$ cat config.mk
export PLATFORM = sky130hd
export DESIGN_NAME = array_cmd_sequencer
export DESIGN_NICKNAME = d
export VERILOG_FILES = /design/src/rtl/array_cmd_sequencer.sv
export SDC_FILE = /design/constraint.sdc
export NUM_CORES = 1
export LEC_CHECK = 0
export ABC_CLOCK_PERIOD_IN_PS = 5750
export CAP_MARGIN = 20
export CORE_MARGIN = 4
export CORE_UTILIZATION = 30
export DETAILED_ROUTE_END_ITERATION = 8
export SETUP_SLACK_MARGIN = 0.3
export SYNTH_ARGS = -nofsm -noshare
export SYNTH_HDL_FRONTEND = slang
export SYNTH_SLANG_ARGS = --single-unit
$ cat constraint.sdc
create_clock -name clk -period 5.75 [get_ports clk]
set_input_delay 0.575 -clock clk [delete_from_list [all_inputs] [get_ports clk]]
set_output_delay 0.575 -clock clk [all_outputs]
set_load 0.005 [all_outputs]
$ cat src/rtl/array_cmd_sequencer.sv
// array_cmd_sequencer: issues LOAD / MAC / CAM command sequences to a memory
// array over a valid/ready command channel.
// Optional feature: define ARRAY_SEQ_CAM_EN to build the CAM state; without it
// mode=10 is rejected as an illegal start.
module array_cmd_sequencer #(
   parameter int N_BANK = 16,
   parameter int N_ROW  = 4,
   parameter int COL_W  = 3,
   parameter int DATA_W = 16,
   parameter int ADDR_W = $clog2(N_BANK) + $clog2(N_ROW) + COL_W
) (
   input  logic              clk,
   input  logic              rst,
   input  logic              start,
   input  logic [1:0]        mode,
   input  logic [DATA_W-1:0] seed,
   input  logic [7:0]        mac_len,
   input  logic [DATA_W-1:0] op_data,
   input  logic              abort,
   input  logic              cmd_ready,
   output logic              cmd_valid,
   output logic [1:0]        op_code,
   output logic [ADDR_W-1:0] addr,
   output logic [DATA_W-1:0] data_bank,
   output logic [DATA_W-1:0] data_in,
   output logic              busy,
   output logic              done,
   output logic              err
);

   localparam int BW    = $clog2(N_BANK);
   localparam int RW    = $clog2(N_ROW);
   localparam int IDX_W = BW + RW;
   // One counter serves both the LOAD bank/row walk and the MAC command count.
   localparam int CNT_W = (IDX_W > 8) ? IDX_W : 8;

   localparam logic [CNT_W-1:0] LOAD_LAST = CNT_W'(N_BANK * N_ROW - 1);
   localparam logic [COL_W-1:0] COL_ZERO  = '0;
   localparam logic [BW-1:0]    BANK_ZERO = '0;

   localparam logic [1:0] OP_MAC   = 2'b00;
   localparam logic [1:0] OP_WRITE = 2'b01;
   localparam logic [1:0] OP_CAM   = 2'b10;
   localparam logic [1:0] OP_NOP   = 2'b11;

   typedef enum logic [2:0] {
      S_IDLE,
      S_LOAD,
      S_MAC,
      S_DONE
`ifdef ARRAY_SEQ_CAM_EN
      , S_CAM
`endif
   } state_t;

   state_t              state, state_d;
   logic [CNT_W-1:0]    cnt, cnt_d;
   logic [DATA_W-1:0]   seed_q, op_data_q;
   logic [7:0]          mac_len_q;
   logic                err_q, err_d;
   logic                latch;
   logic                xfer;
   logic [BW-1:0]       bank_idx;
   logic [RW-1:0]       row_idx;

   assign xfer     = cmd_valid && cmd_ready;
   assign bank_idx = cnt[IDX_W-1:RW];
   assign row_idx  = cnt[RW-1:0];

   // State, counter, error pulse and latched sequence parameters.
   always_ff @(posedge clk or posedge rst) begin
      if (rst) begin
         state     <= S_IDLE;
         cnt       <= '0;
         err_q     <= 1'b0;
         seed_q    <= '0;
         op_data_q <= '0;
         mac_len_q <= '0;
      end else begin
         state <= state_d;
         cnt   <= cnt_d;
         err_q <= err_d;
         if (latch) begin
            seed_q    <= seed;
            op_data_q <= op_data;
            mac_len_q <= mac_len;
         end
      end
   end

   // Next-state logic: start decode in IDLE, advance on each transfer, abort last.
   always_comb begin
      state_d = state;
      cnt_d   = cnt;
      err_d   = 1'b0;
      latch   = 1'b0;
      case (state)
         S_IDLE: begin
            if (start && !abort) begin
               cnt_d = '0;
               case (mode)
                  2'b00: begin
                     latch   = 1'b1;
                     state_d = (mac_len == 8'd0) ? S_DONE : S_MAC;
                  end
                  2'b01: begin
                     latch   = 1'b1;
                     state_d = S_LOAD;
                  end
`ifdef ARRAY_SEQ_CAM_EN
                  2'b10: begin
                     latch   = 1'b1;
                     state_d = S_CAM;
                  end
`endif
                  default: err_d = 1'b1;
               endcase
            end
         end
         S_LOAD: begin
            if (xfer) begin
               if (cnt == LOAD_LAST) state_d = S_DONE;
               else                  cnt_d   = cnt + CNT_W'(1);
            end
         end
         S_MAC: begin
            if (xfer) begin
               if (cnt == CNT_W'(mac_len_q - 8'd1)) state_d = S_DONE;
               else                                 cnt_d   = cnt + CNT_W'(1);
            end
         end
`ifdef ARRAY_SEQ_CAM_EN
         S_CAM: begin
            if (xfer) state_d = S_DONE;
         end
`endif
         S_DONE: begin
            state_d = S_IDLE;
            cnt_d   = '0;
         end
         default: begin
            state_d = S_IDLE;
            cnt_d   = '0;
         end
      endcase
      // Abort wins over everything; a transfer in this cycle has already happened.
      if (state != S_IDLE && abort) begin
         state_d = S_IDLE;
         cnt_d   = '0;
      end
   end

   // Command outputs decoded from registered state so they hold under back-pressure.
   always_comb begin
      cmd_valid = 1'b0;
      op_code   = OP_NOP;
      addr      = '0;
      data_bank = '0;
      data_in   = '0;
      case (state)
         S_LOAD: begin
            cmd_valid = 1'b1;
            op_code   = OP_WRITE;
            addr      = ADDR_W'({bank_idx, row_idx, COL_ZERO});
            data_bank = seed_q + DATA_W'(bank_idx) + DATA_W'(row_idx);
         end
         S_MAC: begin
            cmd_valid = 1'b1;
            op_code   = OP_MAC;
            addr      = ADDR_W'({BANK_ZERO, row_idx, COL_ZERO});
            data_bank = seed_q;
            data_in   = op_data_q;
         end
`ifdef ARRAY_SEQ_CAM_EN
         S_CAM: begin
            cmd_valid = 1'b1;
            op_code   = OP_CAM;
            data_bank = seed_q;
            data_in   = op_data_q;
         end
`endif
         default: ;
      endcase
   end

   assign busy = (state != S_IDLE);
   assign done = (state == S_DONE);
   assign err  = err_q;

endmodule

[Yosys cells after proc, flatten, opt, wreduce, memory -nomap -nowiden]
Cells that the tools add are included.
Word-level totals
  bits in registers: 52
  bits in latches: 0
  memory bits (writable): 0
  bits in read-only memories: 0
  output and inout port bits: 47
  logic and storage cells: 63
  memories kept: 0
Cells by class
  $add $sub $neg: 4
  multipliers: 0
  div/mod/pow operators: 0
  magnitude comparators: 0
  equal/unequal tests: 14
  shifts and indexed selects: 0
  mux-type cells: 27
  bitwise operators: 0
  reduce and logical (&&, ||, !) cells: 12
Operator list (count)
  $mux 8: 6
  $pmux 16 s2: 1
  $pmux 8 s3: 1
  $ne 3x3->1 const B: 7
  $mux 3: 6
  $pmux 9 s2: 1
  $add 16x2->16: 1
  $add 16x4->16: 1
  $mux 16: 1
  $pmux 3 s3: 1
  $add 8x1->8 const B: 1
  $eq 8x6->1 const B: 1
  $eq 8x8->1: 1
  $logic_not 8->1: 1
  $mux 1: 8
  $sub 8x1->8 const B: 1
  $eq 3x2->1 const B: 2
  $pmux 3 s2: 1
  $reduce_and 6->1: 1
  $reduce_and 5->1: 1
  $ne 4x2->1 const B: 1
  $pmux 2 s2: 1
  $reduce_or 2->1: 2
  $eq 3x1->1 const B: 1
  other kinds (6): 8

[Depth between registers and ports, before layout]
  depth in word-level cells: 7
  gate-level depth with buffers: 10

[Worst setup path after synthesis]
OpenSTA, ideal clock, no wires.
  path kind: register to output
  start point: register cnt[1]
  end point: output data_bank[15]
  arrival: 2734 ps
  required time: 5175 ps
  slack: 2441 ps
  cell stages (with the launch flop): 11
  path buffers: 0
  path through: dfrtp_1 -> fa_1 -> ha_1 -> inv_1 -> fa_1 -> nor2b_1 -> o21ai_1 -> a211oi_1 -> nand3_1 -> o21a_1 -> a311oi_1
Between the ends
  word-level cells in the longest chain between the ends: 2
Ends and longest elaborated chain
  start: declaration: line 57  | logic [CNT_W-1:0] cnt, cnt_d;
  start signal: assignment: line 81  | cnt <= cnt_d;
  $add 16x2->16: line 165  | data_bank = seed_q + DATA_W'(bank_idx) + DATA_W'(row_idx);
  $pmux 16 s2: line 160  | case (state)
  end: declaration: line 24  | output logic [DATA_W-1:0] data_bank,
Every way passes these cells.

[Final worst setup path]
Ends and elaborated chain as after synthesis.

==> results <==
- Walking the worst path, the cells encountered are fa_1 > ha_1 > inv_1 > fa_1 > nor2b_1 > o21ai_1 > a211oi_1 > nand3_1 > o21a_1 > a311oi_1 > clkdlybuf4s50_1.
- The number of placed I/O pins is 94.
- Of the cells placed in the final design, the portion with a size suffix greater than 1 is 0.1176.
- The final layout contains routed wiring with a total length of 8754 um.
- Dividing the final minimum period by the clock period gives 0.7950.
- Yosys attributes the largest share of cell area to dfrtp_1 38%, mux2_2 9.4%, ha_1 4.8%.
- The peak supply drop is 0.0003340 V.
- The number of fillers in the final layout is 1,087.
- In the global route stage, overall resource usage came out at 0.1391.
- After clock tree synthesis, the clock-pin slew on the worst setup and hold paths is 90 ps.
- The number of synthesized register bits is 51.
- For this design, the sink count on the clock tree is 51.
- For this run, design rule violations remaining after detail routing come to 0.
- The first-pass iteration count of the detailed router is 4.
- For this design the ratio of total power to cell area is 439.1 nW/um2.
- The repair_antennas step left the layout with diodes totalling 0.
- After routing the design area is 4471 um2.
- The cell at the slowest stage of the critical path is clkdlybuf4s50_1.
- The first-pass GRT wire length is 14,680 um.
- Entering global routing, the biggest net connects 52 pins.
- The leakage power is 1.820 nW.
- The number of buffers created by CTS is 5.
- The estimated wirelength of the detail-placed design is 6463 um.
- The hold buffer count at CTS is 0.
- The worst hold path class is reg2reg.
- The setup violation total in the final timing report is 0.
- For the pin with the worst max-slew slack, the measured transition is 870.3 ps.
- After clock tree synthesis, the repair step resized 0 gates.
- The number of different library cells used by synthesis comes to 60.
- Counting along the longest clock path gives a buffer depth of 2.
- The clock period minus final worst setup slack is 4571 ps.
- The average cell area after synthesis is 9.866 um2.
- The worst-case headroom to the max-slew limit is 0.4198.
- The die is 113.7 um wide.
- The number of DRC markers in iteration 0 is 100.
- Of all nets on the critical path, the largest fanout is 6.
- In the final timing run, aggregate negative setup slack is 0 ps.
- The die is 113.7 um tall.
- Among all flip-flop cells after synthesis, the most frequent one is dfrtp_1.
- Yosys mapped a number of flops with a built-in enable equal to 0.
- Row generation in the floorplan step produced 38 rows.
- The starting density of the core is 0.3081.
- The final routed wire length divided by cell count is 15.49 um.
- The CTS tree is built.
- The number of routed nets with antenna violations is 0.
- After floorplanning, the core was sized to cover 10,890 um2.
- The synthesized instance count is 340.
- The number of buffers inserted to repair setup after CTS is 0.
- The average vias per placed instance is 5.044.
- Along the worst hold path, the cell count comes to 1.
- The total standard cell area after synthesis is 3354 um2.
- At the end of the flow, the number of nets in the layout was 487.
- The cell taking the most area after synthesis is dfrtp_1.
- Across all hold checks on the routed design, the worst slack comes to 488.3 ps.
- The number of antenna violations at the first check in global routing is 0.
- The most numerous cell type found on the critical path is fa_1.
- The post-placement cell area is 4385 um2.
- The kind of capture point of the worst setup path is an output pin.
- The count of buffers added on input and output ports is 90.
- The share of flip-flops with an asynchronous set or reset after synthesis is 1.000.
- For this run the aggregate overflow at the end of global routing stands at 0.
- The number of global-route vias before repair came to 2,907.
- The critical path data arrival time is 4000 ps.
- Max-cap violations in this run came to 0.
- The run finished with clean final reports.
- Timing would allow up to 0.2188 GHz.
- The later pin in the worst-skew pair is clocked with a latency of 300 ps.
- The worst setup path is of the reg2out kind.
- STA classifies the critical path startpoint as a flop.
- The required time of the critical path is 5180 ps.
- The clock skew is 7.572 ps.
- Detailed routing inserted a total of 2,850 vias.
- The number of max-slew violations in the final report came to 0.
- The share of the Yosys chip area taken by registers is 0.3805.
- From synthesis to final layout, the design area changed by 33.27%.
- In this run the number of H-tree levels came out at 2.
- The floorplan step defined a die boundary enclosing 12,940 um2.
- The area share of the largest cell type after synthesis is 0.3805.
- The delay of the slowest cell on the worst path is 580 ps.
- The cell at the root of the clock tree is clkbuf_8.
- Setup repair after global routing left no endpoint under its margin.
- Yosys printed 0 warnings.
- The logic depth of the worst register-to-register path is 8.
- The post-layout total power is 0.001963 W.
- The final-report hold violation count is 0.
- At the end of routability-driven placement, the weighted congestion stood at 0.9274.
==> flip-flops by register name, indices dropped and copies added, names as in the netlist <==
signal	cells
mac_len_q	8
cnt	8
state	2
seed_q	16
op_data_q	16
err	1
==> worst max-delay path: cells and delay by family, from the launching register on <==
family	cells	cell delay, ps
buffers and inverters	2	640
adders and majority gates	3	1140
DFF	1	470
AOI/OAI and AO/OA	4	1130
and+or+nand+nor	2	330
==> synth_stat cells, types with 2 or more instances <==
cell type   n
a41oi_1     2
nand2_1    33
a31oi_1     3
nor2_1     10
nor4_1      6
o21ai_1     2
a211oi_1    2
buf_4       3
mux2_1     10
nand2b_1    3
xnor2_1    11
a21oi_1    12
nor2b_1     2
nor3_1      7
a22oi_1     6
a211oi_2    2
and3_1     10
ha_1       13
a311oi_1    2
a21o_1      6
and2_1     17
o21ai_0    10
o21a_1      2
clkbuf_1   14
fa_1        3
dfrtp_1    51
a32oi_1     3
or3b_1      2
mux2_2     28
nand3_1    16
inv_1      18
nand4_1     3
==> per-layer routing <==
layer  track usage  routed length [um]
met1        0.1933                4136
met2        0.2238                4112
met3       0.02599                 415
met4       0.03526                  89
met5             0                   0
==> power by group <==
| group | internal (W) | total, W | switching, W |
|---|---|---|---|
| combinational | 0.000576 | 0.00110 | 0.000526 |
| sequential | 0.000513 | 0.000655 | 0.000143 |
| clock | 0.0000854 | 0.000205 | 0.000120 |
==> per-stage QoR <==
| stage | worst slack [ps] | cells | utilization |
|---|---|---|---|
| 2_1_floorplan | 2441 | 342 | - |
| 5_1_grt | 925.9 | 565 | 0.4106 |
| 3_3_place_gp | 1599 | 557 | 0.4028 |
| 4_1_cts | 1164 | 565 | 0.4106 |
| 3_5_place_dp | 1509 | 557 | 0.4028 |
| 6_report | 1179 | 565 | 0.4106 |
==> logic make-up (layout without fill, tap and decap cells) <==
| kind of cell | Yosys count | count (layout) | synth area share |
|---|---|---|---|
| and+or+nand+nor | 120 | 120 | 0.1928 |
| xor gates and xnor gates | 13 | 13 | 0.03804 |
| buffers and inverters | 37 | 120 | 0.04513 |
| adders and majority gates | 16 | 16 | 0.06640 |
| DFF | 51 | 51 | 0.3805 |
| AOI/OAI and AO/OA | 62 | 62 | 0.1410 |
| other | 1 | 3 | 0.001118 |
| muxes | 40 | 40 | 0.1350 |
==> area by class of cell <==
| type | instances | area, um2 | area share |
|---|---|---|---|
| Inverter | 19 | 71.32 | 0.01595 |
| Sequential cell | 51 | 1276 | 0.2855 |
| Multi-Input combinational cell | 254 | 1939 | 0.4338 |
| Timing Repair Buffer | 93 | 923.4 | 0.2065 |
| Clock inverter | 2 | 12.51 | 0.002799 |
| Clock buffer | 6 | 72.57 | 0.01623 |
| Tap cell | 140 | 175.2 | 0.03918 |
==> final timing paths <==
path | from | end | slack [ps]
worst max-delay path | cnt[1] | data_bank[15] | 1180
worst min-delay path | op_data_q[8] | op_data_q[8] | 490
worst max register to register | mac_len_q[0] | cnt[1] | 2890
worst min register to register | op_data_q[8] | op_data_q[8] | 490
max in group asynchronous | rst | op_data_q[8] | 4520
min in group asynchronous | rst | op_data_q[0] | 760
==> layout by cell type (no fill, tap or decap), types with 5 or more instances in the layout <==
master,n
mux2_1,10
a22oi_1,6
clkdlybuf4s50_1,90
a21o_1,6
ha_1,13
a21oi_1,12
and3_1,10
nor2_1,10
dfrtp_1,51
clkbuf_8,5
inv_1,17
nand3_1,16
nand2_1,33
nor4_1,6
and2_1,17
xnor2_1,11
o21ai_0,10
mux2_2,28
nor3_1,6
Power figures use the tool's default switching activity.
